[src/rtl/mem_arbiter.sv]
// Two-requester arbiter in front of a single SRAM controller.
// Requester 0 is instruction fetch and requester 1 is the MEM stage.
// Only one transaction is in flight at a time.
// Simultaneous requests are resolved round-robin.
// A read wins when a requester raises read and write together.
module mem_arbiter #(
    parameter int ADDRESS_LEN = 32,
    parameter int DATA_LEN    = 32,
    parameter int READ_LEN    = 64
) (
    input  logic                   clk,
    input  logic                   rst,

    input  logic                   m0_read_en,
    input  logic                   m0_write_en,
    input  logic [ADDRESS_LEN-1:0] m0_address,
    input  logic [DATA_LEN-1:0]    m0_write_data,
    output logic [READ_LEN-1:0]    m0_read_data,
    output logic                   m0_ready,

    input  logic                   m1_read_en,
    input  logic                   m1_write_en,
    input  logic [ADDRESS_LEN-1:0] m1_address,
    input  logic [DATA_LEN-1:0]    m1_write_data,
    output logic [READ_LEN-1:0]    m1_read_data,
    output logic                   m1_ready,

    output logic                   sram_read_en,
    output logic                   sram_write_en,
    output logic [ADDRESS_LEN-1:0] sram_address,
    output logic [DATA_LEN-1:0]    sram_write_data,
    input  logic [READ_LEN-1:0]    sram_read_data,
    input  logic                   sram_ready
);

    typedef enum logic [1:0] {IDLE, ISSUE, WAIT, DONE} state_t;

    state_t                 state_q, state_d;
    logic                   last_grant_q, last_grant_d;  // 0 = m0, 1 = m1
    logic                   grant_q, grant_d;
    logic                   cmd_rd_q, cmd_rd_d;
    logic                   cmd_wr_q, cmd_wr_d;
    logic [ADDRESS_LEN-1:0] addr_q, addr_d;
    logic [DATA_LEN-1:0]    wdata_q, wdata_d;
    logic                   seen_busy_q, seen_busy_d;
    logic [READ_LEN-1:0]    m0_rdata_q, m0_rdata_d;
    logic [READ_LEN-1:0]    m1_rdata_q, m1_rdata_d;

    logic req0, req1;
    logic pick;

    assign req0 = m0_read_en | m0_write_en;
    assign req1 = m1_read_en | m1_write_en;

    // Register file for FSM state, latched command and returned read data
    always_ff @(posedge clk or negedge rst) begin
        if (!rst) begin
            state_q      <= IDLE;
            last_grant_q <= 1'b1;  // lets m0 win the first tie after reset
            grant_q      <= 1'b0;
            cmd_rd_q     <= 1'b0;
            cmd_wr_q     <= 1'b0;
            addr_q       <= '0;
            wdata_q      <= '0;
            seen_busy_q  <= 1'b0;
            m0_rdata_q   <= '0;
            m1_rdata_q   <= '0;
        end else begin
            state_q      <= state_d;
            last_grant_q <= last_grant_d;
            grant_q      <= grant_d;
            cmd_rd_q     <= cmd_rd_d;
            cmd_wr_q     <= cmd_wr_d;
            addr_q       <= addr_d;
            wdata_q      <= wdata_d;
            seen_busy_q  <= seen_busy_d;
            m0_rdata_q   <= m0_rdata_d;
            m1_rdata_q   <= m1_rdata_d;
        end
    end

    // Next-state logic: grant and latch in IDLE, then issue, wait and complete
    always_comb begin
        state_d      = state_q;
        last_grant_d = last_grant_q;
        grant_d      = grant_q;
        cmd_rd_d     = cmd_rd_q;
        cmd_wr_d     = cmd_wr_q;
        addr_d       = addr_q;
        wdata_d      = wdata_q;
        seen_busy_d  = seen_busy_q;
        m0_rdata_d   = m0_rdata_q;
        m1_rdata_d   = m1_rdata_q;
        pick         = 1'b0;
        case (state_q)
            IDLE: begin
                if (req0 || req1) begin
                    // m0 wins when it asks alone, or on a tie when m1 went last
                    pick         = !(req0 && (!req1 || last_grant_q));
                    grant_d      = pick;
                    last_grant_d = pick;
                    if (pick) begin
                        cmd_rd_d = m1_read_en;
                        cmd_wr_d = m1_write_en & ~m1_read_en;
                        addr_d   = m1_address;
                        wdata_d  = m1_write_data;
                    end else begin
                        cmd_rd_d = m0_read_en;
                        cmd_wr_d = m0_write_en & ~m0_read_en;
                        addr_d   = m0_address;
                        wdata_d  = m0_write_data;
                    end
                    state_d = ISSUE;
                end
            end
            ISSUE: begin
                seen_busy_d = 1'b0;
                state_d     = WAIT;
            end
            WAIT: begin
                // A ready seen before the controller has gone busy is stale
                if (!sram_ready) begin
                    seen_busy_d = 1'b1;
                end else if (seen_busy_q) begin
                    if (cmd_rd_q) begin
                        if (grant_q) m1_rdata_d = sram_read_data;
                        else         m0_rdata_d = sram_read_data;
                    end
                    state_d = DONE;
                end
            end
            DONE: begin
                state_d = IDLE;
            end
            default: begin
                state_d = IDLE;
            end
        endcase
    end

    // Ready outputs: granted side follows the FSM, the other side mirrors its own request
    always_comb begin
        m0_ready = ~req0;
        m1_ready = ~req1;
        if (state_q == ISSUE || state_q == WAIT) begin
            if (grant_q) m1_ready = 1'b0;
            else         m0_ready = 1'b0;
        end else if (state_q == DONE) begin
            if (grant_q) m1_ready = 1'b1;
            else         m0_ready = 1'b1;
        end
        if (!rst) begin
            m0_ready = 1'b1;
            m1_ready = 1'b1;
        end
    end

    assign sram_read_en    = (state_q == ISSUE) && cmd_rd_q;
    assign sram_write_en   = (state_q == ISSUE) && cmd_wr_q;
    assign sram_address    = addr_q;
    assign sram_write_data = wdata_q;
    assign m0_read_data    = m0_rdata_q;
    assign m1_read_data    = m1_rdata_q;

endmodule
[config.mk]
export PLATFORM = sky130hd
export DESIGN_NAME = mem_arbiter
export DESIGN_NICKNAME = d
export VERILOG_FILES = /design/src/rtl/mem_arbiter.sv
export SDC_FILE = /design/constraint.sdc
export NUM_CORES = 1
export LEC_CHECK = 0
export BUFFER_PORTS_ARGS = -buffer_cell sky130_fd_sc_hd__buf_2
export CAP_MARGIN = 20
export CORE_AREA = 2 2 153 155
export CTS_BUF_LIST = sky130_fd_sc_hd__clkbuf_8 sky130_fd_sc_hd__clkbuf_16
export DETAILED_ROUTE_END_ITERATION = 7
export DIE_AREA = 0 0 155 157
export PLACE_DENSITY = 0.79
export SYNTH_ARGS = -nofsm -noshare
export SYNTH_HDL_FRONTEND = slang
export SYNTH_SLANG_ARGS = --single-unit
export TNS_END_PERCENT = 30
[constraint.sdc]
create_clock -name clk -period 1.88 [get_ports clk]
set_clock_uncertainty 0.05 [all_clocks]
set_input_delay 0.564 -clock clk [delete_from_list [all_inputs] [get_ports clk]]
set_output_delay 0.564 -clock clk [all_outputs]
set_load 0.01 [all_outputs]
==> summary.md <==
| Metric | Value |
|---|---|
| Routing usage on met3 | 4.41% |
| Peak supply drop | 0.692 mV |
| Tightest Pin Transition | 0.873 ns |
| FF-to-FF Start | state_q[1] |
| Avg Inst Size Synth | 12.2 um^2 |
| Hold_ws | 0.162 ns |
| Peak Freq | 0.454 GHz |
| Hold Violations, Final | 0 |
| Relative slew slack | 41.8% |
| Ys async rst share | 100% |
| R2r worst-path depth | 11 |
| Largest net degree at the start of global routing | 143 |
| Routed vias/inst | 5.21 |
| Fin crit period | 2.20 ns |
| Site Rows | 55 |
| CTS Sinks | 199 |
| Slew Limit Fails | 0 |
| CP Capture Type | primary output |
| Hold_buf cts | 0 |
| Initial drt markers | 427 |
| Critical path launch point type | register |
| GRT Overall Usage | 19.7% |
| Reg clk slew, reported paths | 0.08 ns |
| First-pass GRT wire length | 38.1 mm |
| Die Height | 157 um |
| GR Overflow Total | 0 |
| Initial antenna violation count | 1 |
| ANT nets after route | 0 |
| Final Cycle Share | 117% |
| Pwr/cell area | 1560 nW/um^2 |
| CP Data Required Time | 1.27 ns |
| Syn nets | 890 |
| Sequential share of the synthesized area | 59.7% |
| Worst skew pair latency | 0.42 ns |
| Post-detail-place hpwl | 17.1 mm |
| Outcome | finished with violations |
| FF+latch area | 4980 um^2 |
| FF-to-FF End | m0_read_data[20] |
| Synth Cell Area | 8340 um^2 |
| Die width | 155 um |
| RSZ-0062 raised after global routing | true |
| Post-synthesis xor/xnor area fraction | 0% |
| Crit path max fanout | 2 |
| Post-Route WL | 26.4 mm |
| Final setup viols | 132 |
| Flops & latches, synth | 199 |
| EDFF count, synth | 0 |
| Cell taking the most area after synthesis | dfrtp_1 |
| CP arrival | 1.59 ns |
| CTS Buffer Depth | 2 |
| Post-synthesis mux area share | 17.4% |
| Total CTS buffers | 17 |
| Io pins | 395 |
| Largest family of logic cells by synthesized area | multiplexers |
| Synth unique cells | 32 |
| Vias in the first global route | 7132 |
| Multi-input logic area | 3350 um^2 |
| Cells after Synth | 686 |
| Met1 GRT Util | 24.3% |
| Critical path class | reg2out |
| # DRC | 0 |
| Post-Synth Simple-Gate Area | 4.11% |
| Worst Slack Setup Final | -0.322 ns |
| Final-stage net count | 1298 |
| TritonCTS clock tree | yes |
| Synth Area in Compound Gates | 13.9% |
| Most used DFF post-synth | dfrtp_1 |
| Vias | 7255 |
| Fraction of layout cells with a size suffix above 1 | 56.7% |
| Core area | 22500 um^2 |
| Yosys Warn Count | 0 |
| Hold Path Class | in2async |
| Max-cap violation count | 0 |
| DIE AREA | 24300 um^2 |
| Synth area leaders | dfrtp_1 59%, mux2_2 17%, a31oi_1 4.8% |
| Area Growth Syn to Fin | 45.6% |
| Routability congestion estimate | 0.829 |
| Post-synthesis adder-cell area fraction | 0.750% |
| Grt met2 use | 34.7% |
| Initial Utilization | 37.0% |
| Buffers on Ports | 394 |
| Fill cell count | 1898 |
| Setup TNS | -27.98 ns |
| Leak | 6.12 nW |
| Routed len/inst | 19.0 um |
| Global route hottest layer | met2 |
| Failing checks | setup timing |
| Clk root buf | clkbuf_16 |
| # diodes | 0 |
| Synth top area share | 59.4% |
| H-tree depth | 4 |
| R2r setup slk | -0.31 ns |
| Drt pass-1 iters | 4 |
[sequential cells by signal (all words and copies together) (netlist names)]
signal and cells:
cmd_rd_q 1, cmd_wr_q 1, grant_q 1, last_grant_q 1, m0_read_data 64, m1_read_data 64
seen_busy_q 1, sram_address 32, sram_write_data 32, state_q 2
[area by class of cell]
class / instances / share of cell area (%)
clock inverters: 15 / 1.83
inverters: 5 / 0.155
multi-input cells: 426 / 27.6
repair buffers: 445 / 22.9
clock buffers: 17 / 3.50
well taps: 285 / 2.94
flip-flops and latches: 199 / 41.0
[Yosys cell counts (3+ instances only)]
master / number
and2_1: 3
ha_1: 5
nor2_1: 69
a21oi_1: 69
mux2_2: 129
clkbuf_1: 23
buf_6: 11
a31oi_1: 64
buf_4: 3
dfrtp_1: 198
o21ai_0: 66
nand2_1: 5
buf_1: 9
buf_2: 10
inv_1: 5
[repair_timing]
| item | in CTS | in global routing |
|---|---|---|
| pin swaps | 5 | 6 |
| cloned | 3 | 7 |
| gates resized for setup | 40 | 61 |
| setup buffers | 12 | 8 |
| endpoints found under the setup margin | 31 | 133 |
[per-stage QoR]
stage | utilization (%) | instance area, um^2 | setup WS (ns) | std cells | total power [mW]
6_report | 53.9 | 12100 | -0.322 | 1392 | 19.0
5_1_grt | 53.9 | 12100 | -0.405 | 1392 | 20.1
4_1_cts | 51.9 | 11700 | -0.345 | 1380 | 18.7
3_5_place_dp | 47.6 | 10700 | -0.0450 | 1333 | 14.3
3_3_place_gp | 47.6 | 10700 | -0.00115 | 1333 | 14.0
2_1_floorplan | - | 8350 | -0.00405 | 686 | 11.0
[critical path, cell delays in order, from the launching register on]
cell	delay [ns]
dfrtp_1	0.42
buf_6	0.14
ha_4	0.15
and2_4	0.15
o21ai_2	0.11
nand2_1	0.08
buf_6	0.13
[where the power goes]
| part | internal [mW] | switching [mW] |
|---|---|---|
| registers | 6.09 | 1.02 |
| logic | 3.83 | 4.10 |
| clock network | 1.97 | 1.95 |
| total | 11.9 | 7.07 |
[cells by family after synthesis]
kind of cell | Yosys count
flip-flops | 199
AO/OA/AOI/OAI | 208
multiplexers | 129
buffers and inverters | 61
AND/OR/NAND/NOR | 84
adder cells (fa/ha/maj) | 5
[worst max-delay path by stage]
stage,from,endpoint,slack [ns],cells past startpoint
finish,state_q[1],m1_ready,-0.32,6
global route,state_q[0],m1_ready,-0.40,6
CTS,state_q[1],m1_ready,-0.35,6
detailed placement,sram_ready,m1_read_data[6],-0.05,5
global placement,sram_ready,m1_read_data[54],-0.001,5
floorplan,m0_write_en,m0_ready,-0.004,5
[per-layer routing]
layer	wire length, um	vias to the layer above
li1	-	3282
met1	10600	3586
met2	13600	354
met3	1830	31
met4	418	2
met5	16	-
[placed cells by master (no fill, tap or decap), types with 2 or more instances in the layout]
cell,count
and2_4,3
mux2_2,70
buf_16,3
nor2_4,2
dfrtp_1,198
mux2_4,59
nand2_1,5
nor2_1,68
clkbuf_16,21
a31oi_1,64
inv_12,2
buf_4,17
buf_12,19
clkinv_8,7
buf_2,390
inv_2,2
o21ai_0,64
ha_4,4
inv_6,4
a21oi_1,69
o21ai_2,2
buf_6,11
inv_1,3
(Power assumes the default switching activity.)
